==> src/rtl/riscv_rsb.sv <==
// Return stack buffer: decodes fetched call/return hints, keeps DEPTH return addresses.
// Define RISCV_RSB_OVERWRITE_EN to overwrite the oldest entry on a push when full.
module riscv_rsb #(
  parameter int XLEN    = 32,
  parameter int DEPTH   = 4,
  parameter int HAS_RVC = 0
) (
  input  logic            rst_ni,
  input  logic            clk_i,
  input  logic            stall_i,
  input  logic            flush_i,
  input  logic            if_valid_i,
  input  logic [XLEN-1:0] if_pc_i,
  input  logic [31:0]     if_insn_i,
  output logic [XLEN-1:0] rsb_top_o,
  output logic [XLEN-1:0] rsb_pc_o,
  output logic            rsb_valid_o,
  output logic            rsb_empty_o,
  output logic            rsb_full_o
);
  localparam int PW = (DEPTH > 1) ? $clog2(DEPTH) : 1;
  localparam int CW = $clog2(DEPTH + 1);
  localparam logic [6:0] OP_JAL  = 7'b1101111;
  localparam logic [6:0] OP_JALR = 7'b1100111;

  logic [XLEN-1:0] mem_q [DEPTH];
  logic [XLEN-1:0] mem_d [DEPTH];
  logic [PW-1:0]   ptr_q, ptr_d;
  logic [CW-1:0]   cnt_q, cnt_d;
  logic [XLEN-1:0] pc_q, pc_d;
  logic            valid_q, valid_d;

  logic [4:0]      rd, rs1;
  logic            rd_link, rs1_link, is_jal, is_jalr, is_rvc, dec_en;
  logic            do_push, do_pop, do_poppush;
  logic            empty, full;
  logic [PW-1:0]   ptr_inc, ptr_dec;
  logic [XLEN-1:0] ret_addr;
  logic            unused_bits;

  assign unused_bits = ^{if_insn_i[31:20], if_insn_i[14:12]};

  // Compressed encodings only matter for length; they never reach the stack.
  assign is_rvc   = (HAS_RVC != 0) && (if_insn_i[1:0] != 2'b11);
  assign dec_en   = if_valid_i && !stall_i && !flush_i && !is_rvc && (if_insn_i[1:0] == 2'b11);
  assign rd       = if_insn_i[11:7];
  assign rs1      = if_insn_i[19:15];
  assign rd_link  = (rd == 5'd1) || (rd == 5'd5);
  assign rs1_link = (rs1 == 5'd1) || (rs1 == 5'd5);
  assign is_jal   = (if_insn_i[6:0] == OP_JAL);
  assign is_jalr  = (if_insn_i[6:0] == OP_JALR);

  assign do_push    = dec_en && ((is_jal && rd_link) ||
                      (is_jalr && rd_link && (!rs1_link || (rd == rs1))));
  assign do_pop     = dec_en && is_jalr && !rd_link && rs1_link;
  assign do_poppush = dec_en && is_jalr && rd_link && rs1_link && (rd != rs1);

  assign empty    = (cnt_q == '0);
  assign full     = (cnt_q == CW'(DEPTH));
  assign ptr_inc  = (ptr_q == PW'(DEPTH - 1)) ? '0 : ptr_q + 1'b1;
  assign ptr_dec  = (ptr_q == '0) ? PW'(DEPTH - 1) : ptr_q - 1'b1;
  assign ret_addr = if_pc_i + XLEN'(4);

  always_comb begin
    mem_d   = mem_q;
    ptr_d   = ptr_q;
    cnt_d   = cnt_q;
    pc_d    = pc_q;
    valid_d = valid_q;
    if (!stall_i) begin
      valid_d = 1'b0;
      if (flush_i) begin
        ptr_d = '0;
        cnt_d = '0;
      end else if (do_pop) begin
        if (!empty) begin
          pc_d    = mem_q[ptr_q];
          valid_d = 1'b1;
          ptr_d   = ptr_dec;
          cnt_d   = cnt_q - 1'b1;
        end else begin
          pc_d    = '0;
        end
      end else if (do_poppush && !empty) begin
        // Call-through-return: hand out the old top and reuse its slot.
        pc_d          = mem_q[ptr_q];
        valid_d       = 1'b1;
        mem_d[ptr_q]  = ret_addr;
      end else if (do_push || do_poppush) begin
        if (!full) begin
          ptr_d          = ptr_inc;
          mem_d[ptr_inc] = ret_addr;
          cnt_d          = cnt_q + 1'b1;
        end else begin
`ifdef RISCV_RSB_OVERWRITE_EN
          ptr_d          = ptr_inc;
          mem_d[ptr_inc] = ret_addr;
`else
          ptr_d          = ptr_q;
`endif
        end
      end
    end
  end

  always_ff @(posedge clk_i or negedge rst_ni) begin
    if (!rst_ni) begin
      ptr_q   <= '0;
      cnt_q   <= '0;
      pc_q    <= '0;
      valid_q <= 1'b0;
    end else begin
      ptr_q   <= ptr_d;
      cnt_q   <= cnt_d;
      pc_q    <= pc_d;
      valid_q <= valid_d;
    end
  end

  // Array contents are qualified by cnt, so they need no reset.
  always_ff @(posedge clk_i) begin
    mem_q <= mem_d;
  end

  assign rsb_top_o   = empty ? '0 : mem_q[ptr_q];
  assign rsb_pc_o    = pc_q;
  assign rsb_valid_o = valid_q;
  assign rsb_empty_o = empty;
  assign rsb_full_o  = full;
endmodule

==> config.mk <==
export PLATFORM = sky130hd
export DESIGN_NAME = riscv_rsb
export DESIGN_NICKNAME = d
export VERILOG_FILES = /design/src/rtl/riscv_rsb.sv
export SDC_FILE = /design/constraint.sdc
export NUM_CORES = 1
export LEC_CHECK = 0
export ABC_AREA = 1
export CELL_PAD_IN_SITES_DETAIL_PLACEMENT = 0
export CELL_PAD_IN_SITES_GLOBAL_PLACEMENT = 1
export CORE_MARGIN = 2
export CORE_UTILIZATION = 41
export DETAILED_ROUTE_END_ITERATION = 12
export GPL_ROUTABILITY_DRIVEN = 0
export PLACE_DENSITY_LB_ADDON = 0.1
export REMOVE_ABC_BUFFERS = 1
export SKIP_LAST_GASP = 1
export SLEW_MARGIN = 15
export SYNTH_ARGS = -nofsm -noshare
export SYNTH_HDL_FRONTEND = slang
export SYNTH_SLANG_ARGS = --single-unit
==> constraint.sdc <==
create_clock -name clk_i -period 3.9 [get_ports clk_i]
set_input_delay 0.39 -clock clk_i [delete_from_list [all_inputs] [get_ports clk_i]]
set_output_delay 0.39 -clock clk_i [all_outputs]
set_load 0.02 [all_outputs]
* Word-level counts from Yosys, hierarchy flattened
Cells that the tools add are included.
** Word-level totals
- Bits in registers :: 166
- Input bits :: 69
- Output and inout port bits :: 67
** Cells by class
- Add/sub/neg operators :: 5
- $lt $le $gt $ge :: 4
- Equality and inequality tests :: 15
- Mux-type cells :: 33
- Bitwise operators :: 5
- Reduce and logical (&&, ||, !) cells :: 34
** Operators by type and width (number)
- two-way mux 128 bit :: 3
- bitwise mux 128 bit :: 2
- two-way mux 32 bit :: 7
- demux 32 bit (select 2 bit) :: 2
- binary-select mux 32 bit (select 2 bit) :: 1
- adder 32 x 3 -> 32 bit (second input constant) :: 1
- two-way mux 3 bit :: 6
- logical AND 1 bit :: 16
- two-way mux 2 bit :: 8
- == test 7 bit (second input constant) :: 2
- == test 5 x 1 -> 1 bit (second input constant) :: 2
- == test 5 x 3 -> 1 bit (second input constant) :: 2
- AND reduction 5 bit :: 2
- greater-or-equal comparator 3 bit (second input constant) :: 2
- less-than comparator 3 x 1 -> 1 bit (second input constant) :: 2
- inequality test 3 bit (second input constant) :: 2
- inverter 2 -> 3 bit :: 2
- == test 5 bit :: 1
- zero test 1 bit :: 5
- logical OR 1 bit :: 5
- inequality test 5 bit :: 1
- == test 2 bit (second input constant) :: 2
- two-way mux 1 bit :: 4
- nonzero test 2 bit :: 2
- other kinds (12) :: 14

* Depth between registers and ports, before layout
- Depth in word-level cells :: 13
- Depth in mapped cells :: 15

* Worst setup path after synthesis
No wires, ideal clock.
- Kind :: reg-to-reg
- Start :: reg ptr_q[0] (netlist name)
- End :: reg mem_q[100] in the netlist's numbering (enable)
- Arrival :: 2.899 ns
- Data required time :: 3.479 ns
- Path slack :: 0.580 ns
- Cell stages (with the launch flop) :: 9
- Buffers on the path :: 4
- Period minus slack after synthesis :: 3.320 ns
- Cell sequence :: dfrtp_1 clkbuf_1 inv_1 buf_2 buf_2 ha_1 a21oi_2 buf_4 nor2_1
** RTL lines
- end signal, assigned :: line 122 : mem_q <= mem_d;
- end, declared :: line 26 : logic [XLEN-1:0] mem_q [DEPTH];

* Worst setup path in the final report
- Start :: reg ptr_q[1]
- End :: out rsb_top_o[27]
** On the way
- Cells in the longest elaborated chain, start to end :: 5
** Ends and longest elaborated chain
- start, declared :: line 28 : logic [PW-1:0] ptr_q, ptr_d;
- start signal, assigned :: line 113 : ptr_q <= ptr_d;
- inverter 2 -> 3 bit (not written as such) :: line 125 : assign rsb_top_o = empty ? '0 : mem_q[ptr_q];
- binary-select mux 32 bit (select 2 bit) :: line 125
- two-way mux 32 bit (not written as such) (2 in a row) :: line 125
- two-way mux 32 bit :: line 125
- end, declared :: line 15 : output logic [XLEN-1:0] rsb_top_o,
Every way passes these cells. The select of a mux whose other input is x is not followed.

==> qor.txt <==
R2R cell count -> 8
FF+latch area -> 4800 um2
Syn_area_per_cell -> 9.10 um2
DIE AREA -> 21,100 um2
Slew of the pin with the lowest slew margin -> 1.03 ns
Hold violation total from the final report -> 0
Main combinational cell family by area after synthesis -> simple AND/OR/NAND/NOR gates
Placement Cell Area -> 9760 um2
Register area share after synthesis -> 58.6%
Final period util -> 78.8%
Skew-Pair Late Insertion Delay -> 0.42 ns
# Post-CTS Setup Buffers -> 0
Multiplexer area fraction after synthesis -> 0.245%
CTS tree -> yes
Relative slew margins -> 31.1%
Setup TNS -> 0 ns
CP dominant cell by count -> inv_1
Die Y -> 145 um
Row count -> 51
# clock sinks -> 166
Setup Skew -> 0.00752 ns
Post-CTS resize count -> 0
Max cap viols -> 0
Starting DRT DRC Count -> 423
DR WL/cell -> 17.7 um
Delay of the slowest critical-path stage -> 0.60 ns
Pwr Total -> 4.82 mW
Fmax -> 325 MHz
Status -> finished, final reports clean
Synthesized-area fraction occupied by adder cells -> 1.47%
Design area -> 10,300 um2
Worst hold path class -> input pin to async pin
First-pass GRT wire length -> 35,700 um
DRT Pass-1 Iters -> 5
Layout cells sized above 1 -> 6.52%
Root buf cell -> clkbuf_16
Type of origin of the critical path -> register
CTS clock-pin slew for the worst setup and hold paths -> 0.07 ns
Final setup viols -> 0
Synth warnings -> 0
Htree depth -> 4
Synth area leader -> edfxtp_1
Pre-CTS setup slack -> 0.823 ns
Num CTS Buffers -> 17
Gr usage total -> 22.1%
Post-Synth Simple-Gate Area -> 21.8%
Xor and xnor fraction of the mapped netlist area -> 3.00%
Max FO, Critical Path -> 26
I/O Buffers -> 120
Final Max Slew Viols -> 0
WP data required -> 3.51 ns
Longest Clk Path Bufs -> 2
Largest net degree at the start of global routing -> 69
# IOs -> 136
Multi-input logic area -> 2940 um2
Critical Path, Cell by Cell -> inv_1, buf_12, o21ai_0, o22ai_1, inv_1, nor2_1, clkdlybuf4s50_1
Post-route antenna net violation count -> 0
Hold-fix buffers, CTS -> 0
Crit-path slowest cell -> clkdlybuf4s50_1
Post-synthesis compound-gate area fraction -> 8.93%
Number of global-route vias before repair -> 6,447
Initial Util -> 41.9%
Fin crit period -> 3.07 ns
CORE AREA -> 19,500 um2
Yosys cell types -> 31
Crit Path Class -> register to primary output
Post-synthesis register bit count -> 166
# DRC -> 0
Leak Pwr -> 4.03 nW
Setup ws final -> 0.827 ns
Main area contributors after synthesis -> edfxtp_1 (47%), nor2_1 (12%), dfrtp_1 (12%)
Fin cells -> 1,293
Cells after DPL -> 1,261
Detail Placement HPWL -> 14,700 um
Ant. Diodes -> 0
CP Data Arrival Time -> 2.68 ns
CP Capture Type -> primary output
Max rail drop VDD -> 0.309 mV
Via count -> 6,574
# fillers -> 1,889
Drt via density -> 5.08
Mapped cell area -> 8180 um2
Die W -> 145 um
Share of the synthesized area in the top cell type -> 47.0%
Layout area overhead -> 25.8%
RSZ-0062 raised after global routing -> no
GR Overflow Total -> 0
Nets -> 1,093
Initial antenna violation count -> 0
Synthesized instance count -> 899
Final Util -> 52.7%
Power Density -> 468 nW/um2
WL final -> 22,800 um
Hold WS -> 0.144 ns
[power breakdown]
group / internal, mW / switching, mW
Combinational: 0.467 / 0.835
Sequential: 1.95 / 0.00918
Clock: 0.843 / 0.713
Total: 3.26 / 1.56
[registers in the layout, summed over array words and instances (netlist names)]
signal,flops
mem_q,128
rsb_pc_o,32
cnt_q,3
ptr_q,2
rsb_valid_o,1
[final cells by class]
class                   count  area share [%]
clock inverters            12           0.911
inverters                  80            2.92
well taps                 265            3.22
repair buffers            141            13.5
clock buffers              20            4.34
flip-flops and latches    166            46.6
multi-input cells         609            28.5
[critical path: cells and delay by family (launching register included)]
kind,cells,cell delay (ns)
simple gates,1,0.09
compound gates,2,0.35
buf+inv,4,1.38
flops,1,0.41
[cell usage after synthesis]
cell type and instances:
a21oi_1 1, clkbuf_1 29, nand4_1 9, inv_1 80
buf_4 3, dfrtp_1 38, buf_2 11, nor3_1 14
o21ai_0 99, nor3_2 1, buf_1 1, nor2_4 1
ha_1 8, o21ai_2 1, a31oi_1 1, fa_1 1
or2_2 2, xor2_1 20, nor2_2 1, nor2_1 267
nor4_1 7, nand2_1 80, and2_1 1, a21oi_2 1
mux2i_1 2, edfxtp_1 128, xnor2_1 8, nor3b_1 1
nand3_2 1, nand3_1 49, o22ai_1 33
[logic make-up after synthesis]
logic type,Yosys count
DFF,166
buffers and inverters,124
adders and majority gates,9
and+or+nand+nor,434
muxes,2
AOI/OAI and AO/OA,136
xor gates and xnor gates,28
[layout by cell type (no fill, tap or decap), types with 2 or more instances in the layout]
master / n
buf_12: 3
buf_4: 18
clkbuf_1: 2
clkbuf_16: 17
clkdlybuf4s50_1: 119
clkinv_2: 4
clkinv_4: 2
dfrtp_1: 37
edfxtp_1: 128
ha_1: 8
inv_1: 79
inv_6: 3
inv_8: 2
mux2i_4: 2
nand2_1: 80
nand3_1: 49
nand4_1: 9
nor2_1: 263
nor2_2: 4
nor2_4: 2
nor3_1: 14
nor4_1: 7
o21ai_0: 99
o22ai_1: 33
or2_2: 2
xnor2_1: 8
xor2_1: 20
[routing by layer]
metal / vias to the layer above / GRT usage, % / wire [um]
li1: 3238 / - / -
met1: 3157 / 29.5 / 10100
met2: 167 / 37.9 / 11300
met3: 12 / 3.33 / 1180
met4: 0 / 5.29 / 192
met5: - / 0 / 0
[path summary, 6_finish.rpt]
check	from	end	slack [ns]
hold reg to reg	rsb_valid_o	rsb_valid_o	0.50
setup / recovery	ptr_q[1]	rsb_top_o[27]	0.83
setup reg to reg	cnt_q[0]	mem_q[26]	1.32
min in group clk_i	rsb_valid_o	rsb_valid_o	0.50
hold / removal	rst_ni	cnt_q[0]	0.14
max in group asynchronous	rst_ni	ptr_q[0]	3.05
Power figures use the tool's default switching activity.
